**config.mk**
```make
export PLATFORM = sky130hd
export DESIGN_NAME = ce_avg_seq_flat
export DESIGN_NICKNAME = d
export VERILOG_FILES = /design/src/rtl/ce_avg_seq_if.sv /design/src/rtl/ce_avg_seq.sv /design/src/flat_wrapper.sv
export SDC_FILE = /design/constraint.sdc
export NUM_CORES = 1
export LEC_CHECK = 0
export ABC_AREA = 1
export BUFFER_PORTS_ARGS = -buffer_cell sky130_fd_sc_hd__buf_2
export CAP_MARGIN = 40
export CORE_UTILIZATION = 50
export CTS_CLUSTER_DIAMETER = 60
export DETAILED_ROUTE_END_ITERATION = 8
export MAX_ROUTING_LAYER = met4
export PLACE_DENSITY = 0.82
export SKIP_LAST_GASP = 1
export SYNTH_ARGS = -nofsm -noshare
export SYNTH_HDL_FRONTEND = slang
export SYNTH_SLANG_ARGS = --single-unit
```
**constraint.sdc**
```tcl
create_clock -name clk -period 3.2 [get_ports clk]
set_input_delay 0.32 -clock clk [delete_from_list [all_inputs] [get_ports clk]]
set_output_delay 0.32 -clock clk [all_outputs]
set_load 0.03 [all_outputs]
```
**src/rtl/ce_avg_seq_if.sv**
```systemverilog
// Pilot-memory read port plus averager control bundle for the CE averaging sequencer.
interface ce_avg_seq_if #(
    parameter int AW = 3
);
    logic          mem_req;
    logic          mem_gnt;
    logic          rd_en;
    logic [AW-1:0] rd_addr_a;
    logic [AW-1:0] rd_addr_b;
    logic          avg_en;
    logic [1:0]    avg_wr_addr;
    logic [2:0]    v_shift;

    modport master (
        output mem_req, rd_en, rd_addr_a, rd_addr_b, avg_en, avg_wr_addr, v_shift,
        input  mem_gnt
    );

    modport slave (
        input  mem_req, rd_en, rd_addr_a, rd_addr_b, avg_en, avg_wr_addr, v_shift,
        output mem_gnt
    );
endinterface

```
**src/rtl/ce_avg_seq.sv**
```systemverilog
// Channel-estimation averaging sequencer: fetches four pilot pairs (k, k+4) and
// steers the real/imag averagers through a RD_LAT-deep valid/slot pipe.
module ce_avg_seq #(
    parameter int RD_LAT = 1,
    parameter int AW     = 3
) (
    input  logic       clk,
    input  logic       rst,
    input  logic       start,
    input  logic       abort,
    input  logic [2:0] v_shift_in,
    ce_avg_seq_if.master bus,
    output logic       busy,
    output logic       done,
    output logic       cfg_err
);
    typedef enum logic [2:0] {IDLE, REQ, READ, DRAIN, DONE} state_t;

    state_t                  state, state_nx;
    logic [1:0]              k, wcnt;
    logic [2:0]              vsh;
    logic [RD_LAT:1]         vld_pipe;
    logic [RD_LAT:1][1:0]    k_pipe;
    logic                    kill, accept, reject, rd, wr;

    // Abort only acts on a running pass and always beats a same-cycle start.
    assign kill   = abort && (state != IDLE);
    assign accept = (state == IDLE) && start && !abort && (v_shift_in <= 3'd5);
    assign reject = (state == IDLE) && start && !abort && (v_shift_in >  3'd5);
    assign rd     = (state == READ) && bus.mem_gnt;
    assign wr     = vld_pipe[RD_LAT];

    always_ff @(posedge clk or negedge rst) begin
        if (!rst) state <= IDLE;
        else      state <= state_nx;
    end

    always_comb begin
        state_nx = state;
        case (state)
            IDLE:  if (accept) state_nx = REQ;
            REQ:   if (kill) state_nx = IDLE;
                   else if (bus.mem_gnt) state_nx = READ;
            READ:  if (kill) state_nx = IDLE;
                   else if (rd && k == 2'd3) state_nx = DRAIN;
            DRAIN: if (kill) state_nx = IDLE;
                   else if (wr && wcnt == 2'd3) state_nx = DONE;
            DONE:  state_nx = IDLE;
            default: state_nx = IDLE;
        endcase
    end

    always_comb begin
        bus.mem_req     = (state == REQ) || (state == READ);
        bus.rd_en       = rd;
        bus.rd_addr_a   = rd ? AW'(k) : '0;
        bus.rd_addr_b   = rd ? AW'({1'b1, k}) : '0;
        bus.avg_en      = wr;
        bus.avg_wr_addr = wr ? k_pipe[RD_LAT] : 2'd0;
        bus.v_shift     = vsh;
        busy            = (state != IDLE);
        done            = (state == DONE);
    end

    always_ff @(posedge clk or negedge rst) begin
        if (!rst) begin
            k        <= '0;
            wcnt     <= '0;
            vsh      <= '0;
            cfg_err  <= 1'b0;
            vld_pipe <= '0;
            k_pipe   <= '0;
        end else begin
            cfg_err <= reject;
            if (accept) vsh <= v_shift_in;
            if (accept || kill) k <= '0;
            else if (rd)        k <= k + 2'd1;
            if (accept || kill) wcnt <= '0;
            else if (wr)        wcnt <= wcnt + 2'd1;
            // Flushing the pipe on abort guarantees no stray averager writes.
            if (kill) begin
                vld_pipe <= '0;
            end else begin
                vld_pipe[1] <= rd;
                k_pipe[1]   <= k;
                for (int i = 2; i <= RD_LAT; i++) begin
                    vld_pipe[i] <= vld_pipe[i-1];
                    k_pipe[i]   <= k_pipe[i-1];
                end
            end
        end
    end
endmodule

```
**src/flat_wrapper.sv**
```systemverilog
// flat-port wrapper written by rule: the top's interface ports become plain ports
module ce_avg_seq_flat 
#(
    parameter int RD_LAT = 1,
    parameter int AW     = 3
)
  (clk, rst, start, abort, v_shift_in, busy, done, cfg_err, bus_mem_req, bus_rd_en, bus_rd_addr_a, bus_rd_addr_b, bus_avg_en, bus_avg_wr_addr, bus_v_shift, bus_mem_gnt);
  ce_avg_seq_if #(.AW(AW)) bus_i ();
  input  logic clk;
  input  logic rst;
  input  logic start;
  input  logic abort;
  input  logic [2:0] v_shift_in;
  output logic busy;
  output logic done;
  output logic cfg_err;
  output wire logic [$bits(bus_i.mem_req)-1:0] bus_mem_req;
  output wire logic [$bits(bus_i.rd_en)-1:0] bus_rd_en;
  output wire logic [$bits(bus_i.rd_addr_a)-1:0] bus_rd_addr_a;
  output wire logic [$bits(bus_i.rd_addr_b)-1:0] bus_rd_addr_b;
  output wire logic [$bits(bus_i.avg_en)-1:0] bus_avg_en;
  output wire logic [$bits(bus_i.avg_wr_addr)-1:0] bus_avg_wr_addr;
  output wire logic [$bits(bus_i.v_shift)-1:0] bus_v_shift;
  input wire logic [$bits(bus_i.mem_gnt)-1:0] bus_mem_gnt;
  assign bus_mem_req = bus_i.mem_req;
  assign bus_rd_en = bus_i.rd_en;
  assign bus_rd_addr_a = bus_i.rd_addr_a;
  assign bus_rd_addr_b = bus_i.rd_addr_b;
  assign bus_avg_en = bus_i.avg_en;
  assign bus_avg_wr_addr = bus_i.avg_wr_addr;
  assign bus_v_shift = bus_i.v_shift;
  assign bus_i.mem_gnt = bus_mem_gnt;
  ce_avg_seq #(.RD_LAT(RD_LAT), .AW(AW)) u_core (.clk(clk), .rst(rst), .start(start), .abort(abort), .v_shift_in(v_shift_in), .bus(bus_i), .busy(busy), .done(done), .cfg_err(cfg_err));
endmodule
```
==> results of run 1 <==
==> path summary, 6_finish.rpt <==
check                      slack (ps)  depth (start not counted)                  start                     to
setup / recovery                 1390                          6        u_core.state[2]       bus_rd_addr_a[1]
hold / removal                    280                          3          v_shift_in[1]  u_core.bus.v_shift[1]
setup reg to reg                 1980                          6        u_core.state[1]         u_core.wcnt[1]
hold reg to reg                   500                          2  u_core.bus.v_shift[0]  u_core.bus.v_shift[0]
max in group asynchronous        2480                          2                    rst         u_core.wcnt[1]
min in group asynchronous         470                          2                    rst  u_core.bus.v_shift[2]
==> sequential cells by signal, summed over array words and instances, names as in the netlist <==
register	count
u_core.state	3
u_core.bus.avg_en	1
u_core.wcnt	2
u_core.bus.v_shift	3
u_core.k_pipe	2
u_core.k	2
u_core.cfg_err	1
==> synth_stat cells <==
cell      number  area, um2
a21oi_1        1       5.00
a21oi_2        1       8.76
a21oi_4        1       16.3
buf_4          4       30.0
conb_1         1       3.75
dfrtp_1       14        350
ha_1           2       25.0
inv_1         15       56.3
inv_2          3       11.3
mux2i_1        1       10.0
nand2_1       21       78.8
nand2_2        1       6.26
nand2_4        2       22.5
nand3_1        6       30.0
nand3_2        1       10.0
nand3_4        1       17.5
nor2_1         9       33.8
nor2_2         3       18.8
nor2_4         2       22.5
nor3_1         3       15.0
nor3_2         2       20.0
o21ai_0        1       5.00
o21ai_1        3       15.0
o21bai_1       1       7.51
xnor2_1        1       8.76
==> worst min-delay path, stage by stage <==
cell and delay [ps]:
buf_2 100, inv_1 40, o21ai_1 60
==> logic make-up (layout without fill, tap and decap cells) <==
| family | Yosys count | after routing | share of synthesized area |
|---|---|---|---|
| and+or+nand+nor | 51 | 51 | 0.332 |
| buffers and inverters | 22 | 46 | 0.118 |
| DFF | 14 | 14 | 0.423 |
| AOI/OAI and AO/OA | 8 | 8 | 0.0695 |
| adders and majority gates | 2 | 2 | 0.0302 |
| other | 1 | 1 | 0.00453 |
| xor gates and xnor gates | 1 | 1 | 0.0106 |
| muxes | 1 | 1 | 0.0121 |
==> layer usage <==
metal / GRT usage / up-vias
li1: - / 352
met1: 0.264 / 323
met2: 0.355 / 34
met3: 0.0255 / 2
met4: 0.113 / 0
met5: - / -
==> repair_timing <==
item                       in CTS  in global routing
setup endpoints to repair       0                  0
resized for setup               0                  0
hold endpoints to repair       14                  0
hold buffers                    1                  0
==> cells in the final DEF, fill, tap and decap left out, drive strengths merged, types with 2 or more instances in the layout <==
cell    instances
inv            18
o21ai           4
buf            23
nor3            5
ha              2
dfrtp          14
nor2           14
nand3           8
nand2          24
clkbuf          4
a21oi           3
==> per-stage QoR <==
step / hold WS (ps) / instance area [um2]
floorplan: 24.4 / 828
global placement: 228 / 933
detailed placement: 232 / 933
CTS: 268 / 980
global route: 279 / 980
finish: 280 / 980
==> power breakdown <==
group          internal, mW  switching, mW  leakage, nW
combinational         0.139          0.295        0.363
sequential            0.230         0.0507        0.187
clock                0.0692         0.0582       0.0210
total                 0.439          0.404        0.571
==> final cells by class <==
cell class / count / area, um2 / share of cell area
clock buffer: 4 / 36.3 / 0.0370
inverter: 18 / 67.6 / 0.0690
multi-input combinational: 64 / 380 / 0.388
sequential: 14 / 350 / 0.358
tap: 16 / 20.0 / 0.0204
timing repair buffer: 24 / 125 / 0.128
==> summary.md, run 1 <==
For the setup slack after placement, the log shows 1710 ps. The run gives 0 as the count of final hold-check violations. Dividing total power by cell area gives a power density of 859 nW/um2. Power after layout: 0.842 mW. Setup repair after global routing left no endpoint under its margin. In this design, the stage delay of the slowest critical-path cell is 440 ps.

The worst path buffer plus inverter count came out at 3. The routed layout has 711 vias. The first TritonRoute pass finished after 4 iterations.

The tools report the maximum VDD drop as 479 uV. In this run the top signal layer used is met4. Dividing the detail-routed wire length by the instance count gives 11.9 um. Endpoint required time on the critical path: 2880 ps. The cell seen most often among critical-path stages was inv_1. The die is 42.7 um wide. The mean instance size in the synthesized netlist was 8.28 um2; the fill cell total of the finished layout was 138. In this run the remaining antenna-violating nets after routing total 0.

The number of antenna violations at the first check in global routing was 0; the count of different cell masters after synthesis was 25. Excluding fillers, the count of instances in the completed layout stands at 140. Clock tree synthesis selected as its root buffer the cell clkbuf_4. The number of global-route vias before repair was 655. In this run the cell area of the synthesized design comes to 828 um2. Classification of the worst-slack hold path: in2reg. Routability-driven placement finished with a final weighted congestion of 0.894.

Wires add up to 1.67 mm. TritonCTS built the clock tree. For this run, design rule violations remaining after detail routing come to 0. Pin placement for this block handled 25 I/O pins.

When the netlist entered floorplanning its net count stood at 110. The cell at the slowest stage of the critical path is dfrtp_1. The initial standard-cell utilization of the core is 0.544, and the fraction of layout instances using a drive strength above 1 is 0.355.

The worst setup path is launched from a flop. From synthesis to final layout, the design area changed by 18.3%. Number of core rows: 14. In the final design database the tool counted 135 nets.

After layout, the worst setup slack is 1390 ps. The die outline height is 42.7 um. During placement, the flow inserted port buffers numbering 23. The max-capacitance violation count was 0; the largest fanout on the critical path was 6. The signal on the critical path passes through inv_1, nand3_2, nor2_4, inv_1, nor2_1, buf_2. The run gives 0 as the number of diodes added for antenna fixing.

The logs give 0.423 for the post-synthesis sequential area ratio and 1490 ps for the worst path arrival time. The routed design uses 856 um of met2 wire. Critical path class: reg2out.

Synthesis handed over a netlist of 100 instances. The logs give 0.218 for the aggregate global-route resource usage and 135 for the cell total after placement. The gate family responsible for the most delay along the worst path is flip-flops. Using the TritonRoute via totals, the vias-per-cell ratio works out to 5.08. The run finished with clean final reports.

The highest clock rate was 554 MHz. For the worst-skew pair, the clock arrives at the later sink with an insertion delay of 280 ps. The post-CTS setup repair buffer count is 0. The clock sink total was 14; the total global routing overflow was 0. Across the routed clock network, the largest skew measured is 10.5 ps. Setup total negative slack on the finished layout was measured at 0 ps.

The total number of H-tree levels was 1. The count of synthesis-stage warnings from yosys was 0. In this run the static leakage power is 0.571 nW.

The logs give 0 for the setup violation total in the final timing report and 1520 um2 for the placeable core area. The tools report the sum of net half-perimeters after detailed placement as 1.29 mm. The tools report the total die area as 1820 um2. The first global-routing pass estimated 2.76 mm of wire. The routed design uses 116 um of met3 wire. The number of buffers on the longest clock path is 2, and the final clock period utilization by the worst path is 0.564. The pin count of the biggest net entering global routing was 15.

The number of buffers created by CTS is 3. The type of destination of the critical path is an output port. The detailed router finished its first iteration with 15 violations. In the final routing, the length of wire on met1 measures 682 um. The flip-flop and latch count after synthesis is 14. The smallest clock period supported by the final layout is computed as 1810 ps. After clock tree synthesis, the clock-pin slew on the worst setup and hold paths is 90 ps.

The max-slew violation count was 0; the final core utilization was 0.643.
Power figures use the tool's default switching activity.
==> run 2, diff against run 1 <==
CORE_UTILIZATION = 44   (was 50)
PLACE_DENSITY = 0.77   (was 0.82)
clock period = 1.6 ns   (was 3.2 ns; I/O delays follow)
==> run 2 against run 1 <==
Compared with the run above:
- routed wire length up 3.5%
- clock skew down 9.6 ps
- die area up 13%
- cell count up 9.3%
- count of clock-buffer cells in the layout unchanged
- global-route usage down 2.3 points
- non-clock buffer count up 4
- utilization down 3.6 points
- via count down 0.28%
- combinational power up 110%
- cell area up 8.0%
- first-iteration DRC count up 6.7%
- critical path type unchanged
==> summary.md, run 2 (synthesized netlist as in run 1, its figures left out) <==
The flow ran to the end, and the final reports show no timing, DRC or antenna violations. The routability congestion estimate came out at 0.823 (was 0.894). Setup violation total in the final timing report: 0 (unchanged).

Final clock period utilization by the worst path: 0.949. The residual antenna-violating net count after detailed routing was 0 (unchanged). The part of the total power dissipated in sequential elements is 0.316 (was 0.334). The number of optimization iterations in the first detailed-route pass came out at 4 (unchanged). The logs give 0 (unchanged) for the count of final hold-check violations and 0.590 nW (was 0.571 nW) for the total leakage power. For the max-capacitance violation count, the log shows 0 (unchanged). The tools report the number of buffers on the longest clock path as 2 (unchanged). The top-level port count was 25 (unchanged). The number of buffer cells added on primary ports is 23 (unchanged). The number of core rows was 15 (was 14); the clock sink total was 14 (unchanged).

The tools report the number of remaining DRC errors as 0 (unchanged). The tools report the type of destination of the critical path as an output port (unchanged). For the final core utilization, the log shows 0.606 (was 0.643). The total die area is 2060 um2 (was 1820 um2). For the post-route cell area, the log shows 1060 um2 (was 980 um2).

Combinational cell fraction of total power: 0.530 (was 0.515). The number of antenna violations at the first check in global routing is 0 (unchanged), and the total number of H-tree levels is 1 (unchanged). The initial standard-cell utilization of the core was 0.475 (was 0.544).

The die outline height was 45.4 um (was 42.7 um); the fraction of layout instances using a drive strength above 1 was 0.414 (was 0.355). For the total global routing overflow, the log shows 0 (unchanged). For the worst path arrival time, the log shows 1360 ps (was 1490 ps).

TritonCTS built the clock tree. For the number of nets in the layout, the log shows 139 (was 135). The highest clock rate came out at 658 MHz. Setup repair after global routing left no endpoint under its margin. The largest fanout on the critical path was 4 (was 6). Most common library cell in the layout ignoring fill and taps: nand2_1 (was buf_2). The detail-routed net length per standard cell was 11.3 um (was 11.9 um).

The die outline width was 45.4 um (was 42.7 um); the number of buffers created by CTS was 3 (unchanged). Most used cells in the layout excluding fill and tap cells: nand2_1 (21), buf_2 (19), inv_1 (13), dfrtp_1 (12), nor2_1 (8) (was buf_2 (23), nand2_1 (21), inv_1 (15), dfrtp_1 (14), nor2_1 (9)). The run gives 1.28 mm (was 1.29 mm) as the sum of net half-perimeters after detailed placement. For the fill cell total of the finished layout, the log shows 156 (was 138). The average via count per standard cell was 4.63 (was 5.08); the clock latency on the worst-skew pair was 290 ps (was 280 ps).

Reported net switching power: 0.836 mW (was 0.404 mW). The post-place instance area is 952 um2 (was 933 um2). The clock-pin slew on the worst setup and hold paths was 90 ps (about the same); the pin count of the biggest net entering global routing was 15 (unchanged). Buffer type at the clock tree root: clkbuf_4 (unchanged). The tools report the startpoint type of the worst setup path as a flop (unchanged). The run gives 0 (unchanged) as the number of diodes added for antenna fixing. Aggregate global-route resource usage: 0.194 (was 0.218). For the initial detailed-routing violation count, the log shows 16 (was 15). The aggregate negative setup slack was 0 ps (unchanged); the fraction of power consumed by the clock network was 0.153 (was 0.151). The power per cell area was 1660 nW/um2 (was 859 nW/um2). Sum of routed wire length over all layers: 1.73 mm (was 1.67 mm). The critical path class was reg2out (unchanged).

The max-slew violation count was 0 (unchanged). For the worst-case clock skew, the log shows 0.957 ps (was 10.5 ps). The classification of the worst-slack hold path was in2reg (unchanged).

The logs give 643 (was 655) for the number of global-route vias before repair and 1440 ps (was 2880 ps) for the endpoint required time on the critical path. The clock period minus final worst setup slack was 1520 ps; the internal power contribution was 0.917 mW (was 0.439 mW). The maximum VDD drop was 871 uV (was 479 uV); the switching part of the total was 0.477 (was 0.479). The run gives 2.68 mm (was 2.76 mm) as the wire length of the first global-routing pass. The final critical-path setup slack was 80.9 ps (was 1390 ps). The placeable core area is 1750 um2 (was 1520 um2), and the via count is 709 (was 711). The layout overhead on the synthesized area was 27.8% (was 18.3%); the setup slack after placement was 284 ps (was 1710 ps).
run 2: worst max-delay path: stages, from the launching register on:
cell,delay (ps)
dfrtp_1,400
inv_1,90
nand3_2,110
nor2_4,140
nand2_1,80
inv_2,100
buf_6,140
run 2: final timing paths:
kind                                       startpoint                     to  slack [ps]  cells after the start
worst max-delay path                  u_core.state[2]       bus_rd_addr_a[0]          80                      6
max in group asynchronous                         rst        u_core.state[0]        1060                      2
worst min register to register  u_core.bus.v_shift[0]  u_core.bus.v_shift[0]         490                      2
worst max register to register        u_core.state[2]         u_core.wcnt[0]         370                      7
worst min-delay path                    v_shift_in[0]  u_core.bus.v_shift[0]          90                      3
min in group asynchronous                         rst  u_core.bus.v_shift[2]         280                      2
run 2: through the flow:
step,total power [mW],hold slack [ps],cells
final,1.75,91.9,153
after global placement,1.41,68.5,144
after detailed placement,1.44,74.7,144
after floorplan,1.24,-136,100
after global routing,1.88,92.3,153
after CTS,1.74,83.1,152
run 2: timing repair:
item	CTS	global route
hold buffers	1	0
pin swaps	1	1
cloned	0	0
endpoints found under the setup margin	4	6
hold endpoints to repair	14	0
gates resized for setup	5	8
setup buffers	3	1
run 2: layout make-up:
| type | count | area (um2) | area share |
|---|---|---|---|
| sequential | 14 | 353 | 0.333 |
| tap | 25 | 31.3 | 0.0296 |
| clock buffer | 4 | 36.3 | 0.0343 |
| multi-input combinational | 64 | 388 | 0.366 |
| timing repair buffer | 28 | 180 | 0.170 |
| inverter | 18 | 70.1 | 0.0662 |
run 2: power groups by stage:
stage | logic [mW] | registers [mW] | clock network, mW
5_1_grt | 1.02 | 0.569 | 0.291
3_3_place_gp | 0.847 | 0.560 | 0
4_1_cts | 0.918 | 0.546 | 0.279
2_1_floorplan | 0.610 | 0.629 | 0
3_5_place_dp | 0.869 | 0.566 | 0
6_report | 0.930 | 0.554 | 0.269
run 2: metal layers:
layer / track usage / wire length, um / up-vias
met1: 0.227 / 721 / 322
met3: 0.0476 / 80 / 5
met5: - / 0 / -
met2: 0.303 / 884 / 23
met4: 0.109 / 43 / 0
li1: - / - / 359
